[config.mk]
export PLATFORM = sky130hd
export DESIGN_NAME = serial_sub_ctrl
export DESIGN_NICKNAME = d
export VERILOG_FILES = /design/src/rtl/serial_sub_ctrl.sv
export SDC_FILE = /design/constraint.sdc
export NUM_CORES = 1
export LEC_CHECK = 0
export BUFFER_PORTS_ARGS = -buffer_cell sky130_fd_sc_hd__buf_2
export CORE_ASPECT_RATIO = 1.1
export CORE_MARGIN = 3
export CORE_UTILIZATION = 54
export DETAILED_ROUTE_END_ITERATION = 8
export MAX_ROUTING_LAYER = met4
export PLACE_DENSITY = 0.78
export SYNTH_ARGS = -nofsm -noshare
export SYNTH_HDL_FRONTEND = slang
export SYNTH_SLANG_ARGS = --single-unit
[constraint.sdc]
create_clock -name clk -period 1.75 [get_ports clk]
set_clock_uncertainty 0.1 [all_clocks]
set_input_delay 0.35 -clock clk [delete_from_list [all_inputs] [get_ports clk]]
set_output_delay 0.35 -clock clk [all_outputs]
set_load 0.02 [all_outputs]
[src/rtl/serial_sub_ctrl.sv]
// serial_sub_ctrl: bit-serial subtractor with a start/busy/done handshake.
// It computes diff = a - b - bin (mod 2^WIDTH) and borrow_out = (a < b + bin).
// One bit is processed per clock, LSB first, so one operation takes WIDTH clocks.
module serial_sub_ctrl #(
  parameter int WIDTH = 8
) (
  input  logic             clk,
  input  logic             rst_n,
  input  logic             start,
  input  logic [WIDTH-1:0] a,
  input  logic [WIDTH-1:0] b,
  input  logic             bin,
  output logic             busy,
  output logic             done,
  output logic [WIDTH-1:0] diff,
  output logic             borrow_out
);

  // The counter needs one extra bit so that WIDTH itself is representable.
  localparam int CW = $clog2(WIDTH) + 1;
  localparam logic [CW-1:0] LAST_CNT = CW'(WIDTH - 1);
  localparam logic [CW-1:0] CNT_ONE  = CW'(1);

  typedef enum logic [1:0] {
    S_IDLE = 2'd0,
    S_RUN  = 2'd1,
    S_DONE = 2'd2
  } state_t;

  state_t           state_q, state_d;
  logic [CW-1:0]    cnt_q, cnt_d;
  logic [WIDTH-1:0] a_q, a_d;
  logic [WIDTH-1:0] b_q, b_d;
  logic             br_q, br_d;
  logic [WIDTH-1:0] res_q, res_d;
  logic [WIDTH-1:0] diff_q, diff_d;
  logic             borrow_q, borrow_d;

  logic             accept;
  logic             last_step;
  logic             x_bit;
  logic             y_bit;
  logic             d_bit;
  logic             br_next;
  logic [WIDTH-1:0] res_shifted;

  // Start is honoured in IDLE and DONE only; a start during RUN is ignored.
  assign accept    = (state_q != S_RUN) && start;
  assign last_step = (state_q == S_RUN) && (cnt_q == LAST_CNT);

  // One-bit subtract cell fed from the LSBs of the operand shift registers.
  always_comb begin
    x_bit       = a_q[0];
    y_bit       = b_q[0];
    d_bit       = x_bit ^ y_bit ^ br_q;
    br_next     = (~x_bit & y_bit) | (~(x_bit ^ y_bit) & br_q);
    res_shifted = {d_bit, res_q[WIDTH-1:1]};
  end

  // FSM state register.
  always_ff @(posedge clk or negedge rst_n) begin
    if (!rst_n) begin
      state_q <= S_IDLE;
    end else begin
      state_q <= state_d;
    end
  end

  // FSM next-state logic.
  always_comb begin
    state_d = state_q;
    case (state_q)
      S_IDLE:  state_d = start ? S_RUN : S_IDLE;
      S_RUN:   state_d = (cnt_q == LAST_CNT) ? S_DONE : S_RUN;
      S_DONE:  state_d = start ? S_RUN : S_IDLE;
      default: state_d = S_IDLE;
    endcase
  end

  // FSM outputs: busy and done are pure decodes of the state.
  always_comb begin
    busy = 1'b0;
    done = 1'b0;
    case (state_q)
      S_RUN:   busy = 1'b1;
      S_DONE:  done = 1'b1;
      default: begin
        busy = 1'b0;
        done = 1'b0;
      end
    endcase
  end

  // Datapath next values: capture on accept, shift one bit per RUN clock,
  // publish the result on the final step so it holds through DONE and IDLE.
  always_comb begin
    cnt_d    = cnt_q;
    a_d      = a_q;
    b_d      = b_q;
    br_d     = br_q;
    res_d    = res_q;
    diff_d   = diff_q;
    borrow_d = borrow_q;
    if (accept) begin
      cnt_d = '0;
      a_d   = a;
      b_d   = b;
      br_d  = bin;
      res_d = '0;
    end else if (state_q == S_RUN) begin
      cnt_d = cnt_q + CNT_ONE;
      a_d   = a_q >> 1;
      b_d   = b_q >> 1;
      br_d  = br_next;
      res_d = res_shifted;
      if (last_step) begin
        diff_d   = res_shifted;
        borrow_d = br_next;
      end
    end
  end

  // Datapath registers, all cleared by reset.
  always_ff @(posedge clk or negedge rst_n) begin
    if (!rst_n) begin
      cnt_q    <= '0;
      a_q      <= '0;
      b_q      <= '0;
      br_q     <= 1'b0;
      res_q    <= '0;
      diff_q   <= '0;
      borrow_q <= 1'b0;
    end else begin
      cnt_q    <= cnt_d;
      a_q      <= a_d;
      b_q      <= b_d;
      br_q     <= br_d;
      res_q    <= res_d;
      diff_q   <= diff_d;
      borrow_q <= borrow_d;
    end
  end

  assign diff       = diff_q;
  assign borrow_out = borrow_q;

endmodule
==> metrics.cfg, run 1 <==
[timing]
maxSlewHeadroom=0.682
fin_setup_tns_ns=0
timing.fmax_ghz=0.610
finalCritPeriodShare=0.937
finalCriticalPeriod_ns=1.64
setup_violations=0
hold_viol_final=0
grt_setup_unrepaired=false
tightest_slew_ns=0.477
slew_viol_final=0
finalWorstSetupSlack_ns=0.109

[cells_and_area]
fill_cells=208
fin_cells=222
layout_common_cells=39 x dfrtp_1, 35 x nand2_1, 30 x buf_2, 25 x o21ai_0, 18 x mux2i_1
fin_nets=210
area_delta_synth_final_pct=15.8
layout_commonest_cell=dfrtp_1
diodes=0
drive_gt1_frac=0.286

[setup_path]
cp_slowest_stage_delay_ns=0.43
path_class=register to output pin
startpoint_type=register
critPathSlowestCell=dfrtp_1
endpoint_kind=output pin
worst_ep_required_time_ns=1.30
worst-path-buf-inv=2
path_delay_family=flip-flops
critPathArrivalTime_ns=1.19
path_cells=nand2b_4 > clkinv_2 > buf_2
path_max_fanout=6

[route]
drtIter0Drc=53
antenna_left=0
wl_per_cell_um=13.3
num_vias=1182
drt_first_pass_iters=4
avgViaCountPerCell=5.32
route.detailed.drc=0
totalWireLength_um=2960

[yosys]
syn-instance-count=152
ys_seq_area_frac=0.580
avgSynthCellArea_sq_um=11.1
ys_seq_elements=39
yosys_warnings=0
syn_area_sq_mm=0.00168
synthDominantCellAreaShare=0.580
synthTopCellsByArea=dfrtp_1 58%, mux2i_1 11%, nand2_1 7.8%
ys_types=20
synth_nets=174
synth_top_area_cell=dfrtp_1

[cts]
h-tree-depth=2
post_cts_buffers=0
clk_transition_reported_paths_ns=0.11
cts_buffers=5
worstSkewPairLatency_ns=0.33
clock_tree.root_cell=clkbuf_4
cts.sinks=39
clk_path_buf_depth=2
cts_tree=done

[placed_design]
place_congestion=0.732
io_buffers=30
pre_cts_slack_ns=0.152
dp_hpwl_um=2100
dp_cells=213

[floorplanning]
start_util=0.585
rows=20
die_h_um=64.6
die_area_sq_mm=0.00382
core_area_sq_mm=0.00288
die_w_um=59.2
io_pins=31

[power]
p_leak_nw=0.962
p_per_area_mw_per_mm2=1610
pwr-share-seq=0.486
power.switching_mw=1.20
irDropWorstVdd_mv=0.875
power_mw=3.14
p_comb_frac=0.378
intPower_mw=1.94
p_clk_frac=0.136
swShare=0.383

[job]
cap_violations=0

[global_route]
grt_overflow=0
grt_pass1_wl_um=5240
grt.total_usage=0.184
grt_pass1_vias=1175
grt_max_degree=40
antenna_found_initial=0

[status]
status=completed

[min_path]
hold_class=input pin to register

## cell families (layout without fill, tap and decap cells)
logic type      Yosys count  count (layout)  share of synthesized area
compound gates           29              29                     0.0922
buf+inv                  13              50                     0.0305
flops                    39              39                      0.580
mux                      27              27                      0.167
fa+ha+maj                 2               2                     0.0193
simple gates             42              42                      0.111
## metal layers
metal,global-route usage,vias to the layer above,wire (um)
met5,-,-,0
met4,0.0680,0,36
li1,-,588,-
met2,0.291,36,1410
met3,0.0359,6,157
met1,0.234,552,1350
## path summary, 6_finish.rpt
kind | startpoint | to | slack (ns) | cells past startpoint
worst min register to register | b_q[4] | b_q[3] | 0.39 | 2
max in group asynchronous | rst_n | cnt_q[0] | 0.73 | 3
worst max register to register | cnt_q[0] | diff[0] | 0.12 | 5
worst max-delay path | state_q[0] | busy | 0.11 | 3
worst min-delay path | b[7] | b_q[7] | 0.16 | 3
min in group asynchronous | rst_n | b_q[3] | 0.48 | 3
## registers in the layout, indices dropped and copies added (netlist names)
register    flops
cnt_q           4
br_q            1
a_q             8
b_q             8
diff            8
res_q           7
borrow_out      1
state_q         2
## through the flow
| stage | hold WS [ns] | util | cell area [sq um] |
|---|---|---|---|
| global placement | 0.316 | 0.656 | 1890 |
| CTS | 0.151 | 0.677 | 1950 |
| global route | 0.180 | 0.677 | 1950 |
| floorplan | -0.0456 | - | 1680 |
| detailed placement | 0.330 | 0.656 | 1890 |
| finish | 0.159 | 0.677 | 1950 |
## synth_stat cells
master    count
a21oi_1       1
a31oi_1       1
a41oi_1       1
and2b_1       1
buf_2         2
clkbuf_1      6
clkinv_1      1
dfrtp_1      39
fa_1          1
ha_1          1
inv_1         4
mux2_2        9
mux2i_1      18
nand2_1      35
nand2b_4      1
nand3_1       2
nor2_1        2
nor3_4        1
o211a_1       1
o21ai_0      25
## timing repair
action,CTS,global route
hold buffers,1,0
endpoints found under the setup margin,1,0
gates resized for setup,1,0
endpoints found under the hold margin,39,0
## power groups by stage
stage	clock network [mW]	registers [mW]	logic, mW
3_3_place_gp	0	1.51	1.14
3_5_place_dp	0	1.54	1.20
2_1_floorplan	0	1.62	0.717
5_1_grt	0.478	1.57	1.37
6_report	0.427	1.52	1.19
4_1_cts	0.447	1.52	1.21
## tightest hold or removal path: stages
cell and delay (ns):
buf_2 0.08, mux2i_1 0.06, nor2_1 0.08
## area by class of cell
type / count / area (sq um) / area share
flip-flops and latches: 39 / 976 / 0.501
multi-input cells: 100 / 656 / 0.337
repair buffers: 37 / 205 / 0.105
clock buffers: 7 / 45.0 / 0.0231
well taps: 33 / 41.3 / 0.0212
inverters: 5 / 20.0 / 0.0103
clock inverters: 1 / 5.00 / 0.00257
(Power assumes the default switching activity.)
==> run 2, diff against run 1 <==
Settings changed: ABC_AREA set to 1, GPL_TIMING_DRIVEN set to 0.
==> run 2 against run 1 <==
Net effect:
- clock power decreased by 5.4%
- non-clock buffer count increased by 2
- total power increased by 9.5%
- combinational power increased by 30%
- largest cell class unchanged
- via count up 14%
- clock-buffer cell count is 1 lower
- critical path type unchanged
- cell area up 0.45%
- die area rose by 1.4%
- critical endpoint unchanged
- largest power group is now combinational cells
- global-route usage is 1.3 points higher
==> metrics.cfg, run 2 <==
[setup_path]
path_max_fanout=10  ; +4
critPathArrivalTime_ns=1.20  ; about the same
startpoint_type=register
worst_ep_required_time_ns=1.30  ; about the same
path_class=register to output pin
endpoint_kind=output pin

[cts]
worstSkewPairLatency_ns=0.34  ; about the same
cts_buffers=5  ; unchanged
clk_path_buf_depth=2  ; unchanged
cts.sinks=39  ; unchanged
h-tree-depth=2  ; unchanged
cts_tree=done
clock_tree.root_cell=clkbuf_4
clk_transition_reported_paths_ns=0.10  ; about the same

[yosys]
avgSynthCellArea_sq_um=9.34  ; -16%
synthTopCellsByArea=dfrtp_1 57%, nand2_1 12%, nand3_1 9.1%
yosysMostFrequentCell=nand2_1
synth_top_area_cell=dfrtp_1
async_flop_share=1.00  ; unchanged
yosys_warnings=0  ; unchanged
synth_commonest_cells=55 x nand2_1, 39 x dfrtp_1, 31 x nand3_1
ys_seq_elements=39  ; unchanged
synthDominantCellAreaShare=0.571  ; -0.00892
synth_nets=205  ; +18%
ys_types=21  ; +5.0%
synth_top_flop_cell=dfrtp_1
syn_area_sq_mm=0.00171  ; +1.6%
synth_edf_count=0  ; unchanged
ys_seq_area_frac=0.571  ; -0.00892
syn-instance-count=183  ; +20%

[timing]
setup_violations=0  ; unchanged
hold_slack_ns=0.00966  ; -0.149 ns
finalCritPeriodShare=0.940  ; +0.00262
fin_setup_tns_ns=0  ; unchanged
finalCriticalPeriod_ns=1.65  ; +0.00458 ns
grt_setup_unrepaired=false
tightest_slew_ns=0.851  ; +0.374 ns
timing.fmax_ghz=0.608  ; -0.28%
maxSlewHeadroom=0.433  ; -0.249
slew_viol_final=0  ; unchanged
finalWorstSetupSlack_ns=0.105  ; -0.00458 ns
hold_viol_final=0  ; unchanged

[cells_and_area]
multi_input_area_sq_um=604  ; -7.8%
layout_common_cells=55 x nand2_1, 38 x dfrtp_1, 33 x buf_2, 31 x nand3_1, 17 x inv_1
fill_cells=257  ; +24%
seq_area_sq_um=977  ; +0.13%
layout_commonest_cell=nand2_1
diodes=0  ; unchanged
area_delta_synth_final_pct=14.5
drive_gt1_frac=0.282  ; -0.00390
fin_nets=243  ; +16%

[floorplanning]
start_util=0.589  ; +0.00401
die_h_um=65.0  ; +0.70%
rows=20  ; unchanged
io_pins=31  ; unchanged
die_w_um=59.6  ; +0.70%
die_area_sq_mm=0.00388  ; +1.4%
core_area_sq_mm=0.00290  ; +0.87%

[power]
swShare=0.411  ; +0.0274
pwr-share-seq=0.433  ; -0.053
p_leak_nw=1.04  ; +8.1%
power_mw=3.44  ; +9.5%
intPower_mw=2.03  ; +4.7%
p_clk_frac=0.117  ; -0.019
p_comb_frac=0.450  ; +0.072
p_per_area_mw_per_mm2=1760  ; +9.0%
power.switching_mw=1.41  ; +17%
irDropWorstVdd_mv=1.28  ; +46%

[route]
antenna_left=0  ; unchanged
totalWireLength_um=3220  ; +8.7%
route.detailed.drc=0  ; unchanged
wl_per_cell_um=12.7  ; -4.6%
num_vias=1343  ; +14%
avgViaCountPerCell=5.31  ; -0.30%
drtIter0Drc=44  ; -17%
drt_first_pass_iters=4  ; unchanged

[global_route]
antenna_found_initial=0  ; unchanged
grt.total_usage=0.198  ; +0.0133
grt_pass1_wl_um=5530  ; +5.4%
grt_max_degree=40  ; unchanged
grt_pass1_vias=1288  ; +9.6%
grt_overflow=0  ; unchanged

[job]
cap_violations=0  ; unchanged

[placed_design]
place_congestion=0.819  ; +12%
dp_hpwl_um=2250  ; +7.0%
io_buffers=29  ; -3.3%
pre_cts_slack_ns=0.287  ; +0.135 ns

[min_path]
hold_class=input pin to asynchronous set/reset pin

[status]
status=completed

run 2: cell types whose count changed in the layout (fill, tap and decap cells not counted), sizes merged, moves of 2 or more:
cell and delta:
mux2 -9, mux2i -18, buf +3, inv +15, nor2 +2, nand3 +29
o22ai +8, o21ai -15, nand2 +23, clkinv -2
run 2: final cells by class:
type | count | area share
clock buffers | 6 | 0.0211
flip-flops and latches | 39 | 0.499
repair buffers | 31 | 0.0818
inverters | 19 | 0.0364
multi-input cells | 117 | 0.309
well taps | 33 | 0.0211
plain buffers | 8 | 0.0313
run 2: layer usage:
metal  vias to the layer above  share of wire  GRT usage
met3                         8          0.065     0.0558
met4                         0          0.029     0.0997
met1                       628           0.42      0.223
met2                        45           0.49      0.316
met5                         -              0          -
li1                        662              -          -
run 2: what timing repair did:
action,CTS,global route
setup endpoints to repair,1,1
setup buffers,1,1
resized for setup,2,0
hold buffers,0,0
pin swaps,0,1
run 2: critical path, stage by stage, from the launching register on:
cell and delay (ns):
dfrtp_2 0.39, inv_2 0.05, nor2_4 0.11, buf_6 0.14
buf_2 0.17
run 2: power groups by stage:
| stage | Sequential [mW] | Combinational, mW | Clock, mW |
|---|---|---|---|
| floorplan | 1.60 | 0.999 | 0 |
| global placement | 1.49 | 1.45 | 0 |
| detailed placement | 1.51 | 1.49 | 0 |
| CTS | 1.49 | 1.53 | 0.421 |
| global route | 1.53 | 1.76 | 0.451 |
| finish | 1.49 | 1.55 | 0.404 |
run 2: final timing paths:
kind,start,end,slack (ns),depth (start not counted)
max,state_q[0],busy,0.10,4
min,rst_n,diff[5],0.01,1
max reg2reg,cnt_q[0],diff[0],0.31,6
min reg2reg,diff[5],diff[5],0.38,2
max in group asynchronous,rst_n,state_q[0],0.97,1
min in group clk,a[7],a_q[7],0.10,3
run 2: cells by family after synthesis:
kind of cell    after synthesis  share of synthesized area
buf+inv                      27                     0.0754
simple gates                 95                      0.250
compound gates               20                     0.0842
flops                        39                      0.571
fa+ha+maj                     2                     0.0190
run 2: metrics by stage:
stage                     std cells  instance area [sq um]   util
after CTS                       252                   1950  0.672
after detailed placement        245                   1900  0.653
after global placement          245                   1900  0.653
after global routing            253                   1960  0.674
final                           253                   1960  0.674
after floorplan                 183                   1710      -
==> run 3, diff against run 2 <==
Settings changed: ABC_AREA 1 to 0.
==> run 3 against run 2 <==
Net effect:
- wire length fell by 6.4%
- non-clock buffer count fell by 1
- via count fell by 9.3%
- fmax shrank 0.64%
- worst setup slack got worse by 0.011 ns
- sequential share of layout area is 0.76 points lower
- highest routed layer unchanged
==> metrics.cfg, run 3 (synthesis results as in run 1) <==
[route]
route.detailed.drc=0  ; unchanged
totalWireLength_um=3010  ; -6.4%
num_vias=1218  ; -9.3%
drtIter0Drc=56  ; +27%
wl_per_cell_um=13.5  ; +6.2%
drt_first_pass_iters=4  ; unchanged
antenna_left=0  ; unchanged
avgViaCountPerCell=5.46  ; +2.9%

[cells_and_area]
layout_common_cells=39 x dfrtp_1, 35 x nand2_1, 31 x buf_2, 25 x o21ai_0, 18 x mux2i_1
multi_input_area_sq_um=656  ; +8.5%
fill_cells=215  ; -16%
area_delta_synth_final_pct=17.9
drive_gt1_frac=0.274  ; -0.00813
fin_util=0.690  ; +0.0154
layout_commonest_cell=dfrtp_1
diodes=0  ; unchanged
seq_area_sq_um=976  ; -0.13%
fin_nets=211  ; -13%

[setup_path]
path_max_fanout=17  ; +7
worst-path-buf-inv=2  ; -1
path_delay_family=flip-flops
cp_slowest_stage_delay_ns=0.38  ; about the same
endpoint_kind=output pin
path_class=register to output pin
critPathArrivalTime_ns=1.21  ; about the same
path_cells=nand2b_4 > inv_8 > buf_2
critPathSlowestCell=dfrtp_1
reg2reg_slack_ns=0.12  ; -0.19 ns
startpoint_type=register
worst_ep_required_time_ns=1.30  ; about the same

[timing]
hold_slack_ns=0.149  ; +0.140 ns
hold_viol_final=0  ; unchanged
grt_setup_unrepaired=false
tightest_slew_ns=0.829  ; -0.0213 ns
finalCriticalPeriod_ns=1.66  ; +0.0106 ns
maxSlewHeadroom=0.447  ; +0.0142
fin_setup_tns_ns=0  ; unchanged
finalCritPeriodShare=0.946  ; +0.00603
setup_violations=0  ; unchanged
slew_viol_final=0  ; unchanged
timing.fmax_ghz=0.604  ; -0.64%

[global_route]
grt_max_degree=40  ; unchanged
grt_pass1_wl_um=5400  ; -2.2%
grt_overflow=0  ; unchanged
grt_pass1_vias=1232  ; -4.3%
antenna_found_initial=0  ; unchanged
grt.total_usage=0.195  ; -0.00250

[min_path]
hold_class=input pin to register

[cts]
clk_path_buf_depth=2  ; unchanged
cts_tree=done
worstSkewPairLatency_ns=0.35  ; about the same
h-tree-depth=2  ; unchanged
cts.sinks=39  ; unchanged
clock_tree.root_cell=clkbuf_4
clk_transition_reported_paths_ns=0.11  ; about the same
cts_buffers=5  ; unchanged

[power]
pwr-share-seq=0.457  ; +0.024
p_clk_frac=0.179  ; +0.062
p_leak_nw=0.970  ; -6.7%
power_mw=3.33  ; -3.3%
power.switching_mw=1.26  ; -11%
p_comb_frac=0.364  ; -0.086
p_per_area_mw_per_mm2=1680  ; -4.6%
irDropWorstVdd_mv=0.943  ; -26%
intPower_mw=2.07  ; +2.0%
swShare=0.379  ; -0.0323

[floorplanning]
rows=20  ; unchanged
io_pins=31  ; unchanged
die_area_sq_mm=0.00382  ; -1.4%
die_h_um=64.6  ; -0.70%
core_area_sq_mm=0.00288  ; -0.86%
start_util=0.585  ; -0.00401
die_w_um=59.2  ; -0.70%

[status]
status=completed

[placed_design]
io_buffers=29  ; unchanged
place_congestion=0.721  ; -12%
dp_hpwl_um=2190  ; -2.5%

[job]
cap_violations=0  ; unchanged

[run 3: changes by cell type in the layout (fill, tap and decap cells not counted), sizes merged, moves of 2 or more]
cell / delta
mux2i: +18
clkbuf: +4
clkinv: +2
buf: -7
o22ai: -8
nor2: -2
mux2: +9
o21ai: +15
inv: -14
nand3: -29
nand2: -23
[run 3: worst paths after layout]
path | start | end | cells past startpoint
min in group asynchronous | rst_n | res_q[7] | 2
max reg2reg | cnt_q[0] | diff[5] | 5
min | a[7] | a_q[7] | 3
max | state_q[1] | busy | 3
max in group asynchronous | rst_n | state_q[1] | 2
min reg2reg | b_q[1] | b_q[0] | 2
[run 3: through the flow]
step | cells | worst slack [ns] | area [sq um]
5_1_grt | 223 | 0.0161 | 1980
3_3_place_gp | 214 | 0.0383 | 1870
6_report | 223 | 0.0943 | 1980
2_1_floorplan | 152 | 0.196 | 1680
4_1_cts | 223 | 0.0570 | 1980
3_5_place_dp | 214 | -0.0115 | 1870
[run 3: area by class of cell]
cell class,instances,share of cell area
flip-flops and latches,39,0.492
inverters,5,0.0132
repair buffers,31,0.0883
clock inverters,3,0.0221
plain buffers,7,0.0145
multi-input cells,100,0.330
clock buffers,5,0.0189
well taps,33,0.0208
[run 3: power groups by stage]
stage	Combinational, mW	Sequential [mW]	Clock, mW
after floorplan	0.717	1.62	0
after global placement	1.13	1.52	0
after detailed placement	1.19	1.54	0
after CTS	1.22	1.52	0.611
after global routing	1.38	1.58	0.653
final	1.21	1.52	0.596
[run 3: metal layers]
| metal | track usage | vias to the layer above | routed length [um] |
|---|---|---|---|
| met4 | 0.0793 | 0 | 25 |
| met2 | 0.318 | 35 | 1580 |
| met3 | 0.0558 | 4 | 144 |
| li1 | - | 587 | - |
| met5 | - | - | 0 |
| met1 | 0.223 | 592 | 1260 |
[run 3: worst register-to-register path, stage by stage, from the launching register on]
cell     delay [ns]
dfrtp_1        0.43
ha_1           0.22
nand2_1        0.11
nor3_4         0.19
buf_12         0.16
mux2_2         0.33
[run 3: repair_timing]
item | in CTS | in global routing
endpoints found under the hold margin | 13 | 0
setup endpoints to repair | 4 | 4
resized for setup | 2 | 1
buffers inserted | 1 | 0
hold buffers | 1 | 0
pin swaps | 1 | 1
